**src/rtl/mem_port_arbiter.sv**
```systemverilog
// Round-robin arbiter sharing one memory port between instruction fetch and load/store,
// with a single outstanding transaction and a response watchdog.
module mem_port_arbiter #(
    parameter int unsigned ADDR_W  = 32,
    parameter int unsigned DATA_W  = 32,
    parameter int unsigned TIMEOUT = 64
) (
    input  logic                  clk,
    input  logic                  rst_n,
    input  logic                  i_req,
    input  logic [ADDR_W-1:0]     i_addr,
    output logic                  i_ack,
    output logic [DATA_W-1:0]     i_rdata,
    output logic                  i_err,
    input  logic                  d_req,
    input  logic                  d_we,
    input  logic [ADDR_W-1:0]     d_addr,
    input  logic [DATA_W-1:0]     d_wdata,
    input  logic [DATA_W/8-1:0]   d_be,
    output logic                  d_ack,
    output logic [DATA_W-1:0]     d_rdata,
    output logic                  d_err,
    output logic                  mem_req,
    output logic                  mem_we,
    output logic [ADDR_W-1:0]     mem_addr,
    output logic [DATA_W-1:0]     mem_wdata,
    output logic [DATA_W/8-1:0]   mem_be,
    input  logic                  mem_ack,
    input  logic [DATA_W-1:0]     mem_rdata,
    output logic                  busy
);

    localparam int unsigned BE_W  = DATA_W / 8;
    localparam int unsigned CNT_W = $clog2(TIMEOUT + 1);

    typedef enum logic [1:0] {S_IDLE, S_BUSY, S_RESP} state_t;

    state_t             state, state_n;
    logic               last_d, last_d_n;
    logic               gnt_d, gnt_d_n;
    logic [CNT_W-1:0]   cnt, cnt_n;

    logic               mem_req_n, mem_we_n;
    logic [ADDR_W-1:0]  mem_addr_n;
    logic [DATA_W-1:0]  mem_wdata_n;
    logic [BE_W-1:0]    mem_be_n;
    logic               i_ack_n, i_err_n, d_ack_n, d_err_n, busy_n;
    logic [DATA_W-1:0]  i_rdata_n, d_rdata_n;

    logic               any_req_c, pick_d_c, expired_c;

    // D wins only when I is idle or I was the previous grantee
    assign any_req_c = i_req | d_req;
    assign pick_d_c  = d_req & (~i_req | ~last_d);
    assign expired_c = (cnt == CNT_W'(TIMEOUT));

    // State and output registers
    always_ff @(posedge clk or negedge rst_n) begin
        if (!rst_n) begin
            state     <= S_IDLE;
            last_d    <= 1'b1;
            gnt_d     <= 1'b0;
            cnt       <= '0;
            mem_req   <= 1'b0;
            mem_we    <= 1'b0;
            mem_addr  <= '0;
            mem_wdata <= '0;
            mem_be    <= '0;
            i_ack     <= 1'b0;
            i_rdata   <= '0;
            i_err     <= 1'b0;
            d_ack     <= 1'b0;
            d_rdata   <= '0;
            d_err     <= 1'b0;
            busy      <= 1'b0;
        end else begin
            state     <= state_n;
            last_d    <= last_d_n;
            gnt_d     <= gnt_d_n;
            cnt       <= cnt_n;
            mem_req   <= mem_req_n;
            mem_we    <= mem_we_n;
            mem_addr  <= mem_addr_n;
            mem_wdata <= mem_wdata_n;
            mem_be    <= mem_be_n;
            i_ack     <= i_ack_n;
            i_rdata   <= i_rdata_n;
            i_err     <= i_err_n;
            d_ack     <= d_ack_n;
            d_rdata   <= d_rdata_n;
            d_err     <= d_err_n;
            busy      <= busy_n;
        end
    end

    // Next-state logic
    always_comb begin
        state_n = state;
        unique case (state)
            S_IDLE:  if (any_req_c) state_n = S_BUSY;
            S_BUSY:  if (mem_ack || expired_c) state_n = S_RESP;
            S_RESP:  state_n = S_IDLE;
            default: state_n = S_IDLE;
        endcase
    end

    // Next values of the registered outputs and datapath
    always_comb begin
        last_d_n    = last_d;
        gnt_d_n     = gnt_d;
        cnt_n       = cnt;
        mem_req_n   = mem_req;
        mem_we_n    = mem_we;
        mem_addr_n  = mem_addr;
        mem_wdata_n = mem_wdata;
        mem_be_n    = mem_be;
        i_ack_n     = 1'b0;
        i_rdata_n   = '0;
        i_err_n     = 1'b0;
        d_ack_n     = 1'b0;
        d_rdata_n   = '0;
        d_err_n     = 1'b0;
        busy_n      = (state_n != S_IDLE);

        unique case (state)
            S_IDLE: begin
                cnt_n = '0;
                if (any_req_c) begin
                    mem_req_n = 1'b1;
                    gnt_d_n   = pick_d_c;
                    last_d_n  = pick_d_c;
                    cnt_n     = CNT_W'(1);
                    if (pick_d_c) begin
                        mem_we_n    = d_we;
                        mem_addr_n  = d_addr;
                        mem_wdata_n = d_wdata;
                        mem_be_n    = d_be;
                    end else begin
                        mem_we_n    = 1'b0;
                        mem_addr_n  = i_addr;
                        mem_wdata_n = '0;
                        mem_be_n    = '1;
                    end
                end
            end
            S_BUSY: begin
                // A response landing on the timeout cycle still counts as success
                if (mem_ack || expired_c) begin
                    mem_req_n = 1'b0;
                    cnt_n     = '0;
                    if (gnt_d) begin
                        d_ack_n   = 1'b1;
                        d_err_n   = ~mem_ack;
                        d_rdata_n = (mem_ack && !mem_we) ? mem_rdata : '0;
                    end else begin
                        i_ack_n   = 1'b1;
                        i_err_n   = ~mem_ack;
                        i_rdata_n = mem_ack ? mem_rdata : '0;
                    end
                end else begin
                    cnt_n = cnt + CNT_W'(1);
                end
            end
            S_RESP: begin
                mem_req_n = 1'b0;
                cnt_n     = '0;
            end
            default: begin
                mem_req_n = 1'b0;
                cnt_n     = '0;
            end
        endcase
    end

endmodule

```
**config.mk**
```make
export PLATFORM = sky130hd
export DESIGN_NAME = mem_port_arbiter
export DESIGN_NICKNAME = d
export VERILOG_FILES = /design/src/rtl/mem_port_arbiter.sv
export SDC_FILE = /design/constraint.sdc
export NUM_CORES = 1
export LEC_CHECK = 0
export CORE_MARGIN = 2
export CORE_UTILIZATION = 25
export CTS_BUF_LIST = sky130_fd_sc_hd__clkbuf_8 sky130_fd_sc_hd__clkbuf_16
export CTS_CLUSTER_DIAMETER = 60
export DETAILED_ROUTE_END_ITERATION = 7
export GPL_TIMING_DRIVEN = 0
export PLACE_DENSITY_LB_ADDON = 0.2
export SLEW_MARGIN = 20
export SYNTH_ARGS = -nofsm -noshare
export SYNTH_HDL_FRONTEND = slang
export SYNTH_SLANG_ARGS = --single-unit
export TNS_END_PERCENT = 100
```
**constraint.sdc**
```tcl
create_clock -name clk -period 3.9 [get_ports clk]
set_input_delay 0.585 -clock clk [delete_from_list [all_inputs] [get_ports clk]]
set_output_delay 0.585 -clock clk [all_outputs]
set_load 0.01 [all_outputs]
```
==> qor.csv <==
stage,metric,value,unit
outcome,status,"complete, no violations",
yosys,mapped cell area,5737,sq um
cts,H-Tree Depth,4,
detailed_routing,"wirelength, routed",15700,um
yosys,Netlist cell types,38,
detailed_routing,DRT Pass-1 Iters,4,
yosys,dominant cell type by area after synthesis,dfrtp_1,
place,post-DP HPWL,11790,um
yosys,sequential-to-total area share from yosys stat,65.45,%
timing,final setup TNS,0,ps
yosys,Main synth FF type,dfrtp_1,
worst_setup_path,reg2reg end,d_rdata[11],
pwr,Sw Ratio,29.83,%
finish,fillcell total,2100,
cts,CTS tree,built,
place,GPL Wtd Cong,0.7617,
worst_setup_path,Critical Path RT,3310,ps
finish,layout cells sized above 1,15.54,%
cts,CTS root buffer,clkbuf_16,
floorplan,CORE AREA,22570,sq um
yosys,Post-synth top cells,"dfrtp_1 (149), and2_1 (65), mux2_2 (35)",
worst_setup_path,Worst setup SP type,flop,
worst_setup_path,CP Max Fanout,3,
grt,largest net degree at the start of global routing,80,
worst_setup_path,worst stage delay on the critical path,600,ps
cts,Num Clock Sinks,150,
cts,cells resized by post-CTS repair,0,
timing,worst relative slew slack,62.96,%
worst_setup_path,Worst R2R Path Depth,4,
worst_setup_path,CP endpoint,mem_we,
worst_setup_path,worst-path cell chain,clkdlybuf4s50_1,
worst_setup_path,CP Class,reg -> out,
pwr,Internal,4281,uW
cts,Num CTS Buffers,17,
pwr,leak pwr,0.004140,uW
timing,RSZ-0062 raised after global routing,false,
cts,CTS Hold Bufs,0,
cts,Post-CTS Setup Bufs,0,
floorplan,Initial Util,25.42,%
worst_setup_path,"setup slack, reg-to-reg",2160,ps
worst_setup_path,r2r startpoint,state[1],
yosys,Ys Warns,0,
timing,fmax,490.7,MHz
worst_setup_path,CP Launch Point,mem_we,
finish,Final Util,42.07,%
place,IO Port Bufs,276,
yosys,number of enable flip-flop cells after synthesis,0,
detailed_routing,via count,4132,
pwr,Flop pwr share,36.4,%
finish,multi-input combinational cell area,1828,sq um
detailed_routing,DRC errors left,0,
floorplan,die height,155.5,um
grt,global-route wire length before repair,24500,um
floorplan,Die W,155.5,um
worst_setup_path,CP Depth,1,
yosys,Synth area leaders,"dfrtp_1 (65%), and2_1 (7.1%), mux2_2 (6.9%)",
cts,Clock Latency Late Sink,420,ps
finish,# nets final,823,
grt,antenna violations before repair,0,
finish,Ant. Diodes,0,
worst_setup_path,Arrival @ worst endpoint,1450,ps
detailed_routing,1st-iter DRT viols,115,
floorplan,num ports,277,
worst_setup_path,CP endpoint kind,output port,
grt,GRT Overall Usage,12.97,%
cts,clk slew on worst S/H paths,70,ps
yosys,syn avg cell area,14.82,sq um
timing,# setup viols final,0,
finish,Layout area overhead,65.54,%
worst_hold_path,Hold Crit Class,in -> async,
timing,final slew viol count,0,
pwr,Clock Power Share,27.7,%
floorplan,die area,24170,sq um
yosys,post-synthesis async set-or-reset flop share,100.0,%
timing,final hold viol count,0,
timing,Worst Clk Skew,8.294,ps
detailed_routing,Via density,4.216,
yosys,Syn Inst Count,387,
grt,gr ovfl total,0,
worst_setup_path,critical path buffer and inverter count,1,
pwr,Peak supply drop,257.7,uV
pwr,total net switching power,1820,uW
timing,worst-margin pin slew,555.7,ps
timing,Tcrit/Tclk final,52.25,%
cts,clk buf depth,2,
yosys,Syn Nets,527,
worst_setup_path,Top Family by Delay on Critical Path,buffers and inverters,
worst_setup_path,slowest CP cell,clkdlybuf4s50_1,
yosys,Synth Register Bits,150,
detailed_routing,Routed Antenna Nets,0,
grt,vias in the first global route,4592,
pwr,Gate power share,35.9,%
finish,register area,3755,sq um
timing,Final min period,2038,ps
detailed_routing,WL/cell,16.02,um
yosys,top-area cell type share of the netlist area,64.99,%
pwr,power per cell area,642.4,nW/um^2
yosys,most numerous cell in the Yosys netlist,dfrtp_1,
floorplan,Rows,55,
job,Max Cap Viol,0,
[power groups by stage]
stage | Sequential, uW | Clock [uW] | Combinational (uW)
after detailed placement | 2250 | 0 | 2240
after floorplan | 2430 | 0 | 800
after CTS | 2230 | 1750 | 2240
final | 2220 | 1690 | 2190
after global placement | 2240 | 0 | 2200
after global routing | 2280 | 1820 | 2350
[per-stage QoR]
| stage | cell area, sq um | setup WS, ps | hold slack (ps) | total power [uW] | instances |
|---|---|---|---|---|---|
| 6_report | 9497 | 1862 | 130.2 | 6101 | 980 |
| 5_1_grt | 9497 | 1793 | 160.2 | 6452 | 980 |
| 4_1_cts | 9497 | 1828 | 132.2 | 6214 | 980 |
| 3_5_place_dp | 8889 | 1413 | 490.6 | 4486 | 949 |
| 3_3_place_gp | 8856 | -3636 | 490.7 | 4439 | 948 |
| 2_1_floorplan | 5737 | 2196 | 289.4 | 3226 | 387 |
[layout make-up]
type | instances | area share, %
Sequential cell | 150 | 39.54
Timing Repair Buffer | 277 | 29.43
Tap cell | 285 | 3.755
Inverter | 6 | 0.2372
Clock buffer | 17 | 4.480
Multi-Input combinational cell | 210 | 19.25
Clock inverter | 14 | 1.924
Buffer | 21 | 1.383
[how the worst min path moves through the flow]
stage | from | end | slack, ps | cells past startpoint
5_1_grt | rst_n | i_rdata[2] | 160 | 1
6_report | rst_n | i_rdata[2] | 130 | 1
4_1_cts | rst_n | i_rdata[2] | 130 | 1
3_3_place_gp | mem_addr[0] | mem_addr[0] | 490 | 1
2_1_floorplan | rst_n | busy | 290 | 0
3_5_place_dp | mem_wdata[29] | mem_wdata[29] | 490 | 1
[flip-flops by register name, indices dropped and copies added (netlist names), 2 cells and up]
signal     count
i_rdata       32
state          2
mem_be         4
mem_addr      32
mem_wdata     32
d_rdata       32
cnt            7
[layer usage]
layer  GRT usage [%]  vias to the layer above  wire length, um
met2           21.74                      157             7762
li1                -                     1926                -
met5               0                        -                0
met1           14.68                     2032             6106
met3           6.072                       17             1618
met4           4.107                        0              209
[cells by family after synthesis]
| kind of cell | synth area share (%) |
|---|---|
| AND/OR/NAND/NOR | 9.749 |
| adder cells (fa/ha/maj) | 0.4361 |
| multiplexers | 13.87 |
| flip-flops | 65.45 |
| buffers and inverters | 2.683 |
| XOR/XNOR | 0.4581 |
| AO/OA/AOI/OAI | 7.350 |
[placed cells by master (no fill, tap or decap), drive strengths merged]
cell type / n
a21boi: 1
a21o: 1
a21oi: 2
a221oi: 1
a22o: 33
and2: 65
buf: 15
bufinv: 2
clkbuf: 25
clkdlybuf4s50: 275
clkinv: 4
dfrtp: 149
dfstp: 1
ha: 2
inv: 14
mux2: 64
nand2: 5
nand2b: 1
nand3: 2
nand4bb: 1
nor2: 6
nor3: 3
nor4: 3
o21a: 2
o21ai: 6
o21bai: 1
o22a: 4
or2: 1
or3: 2
or3b: 1
xnor2: 1
xor2: 2
Power figures use the tool's default switching activity.
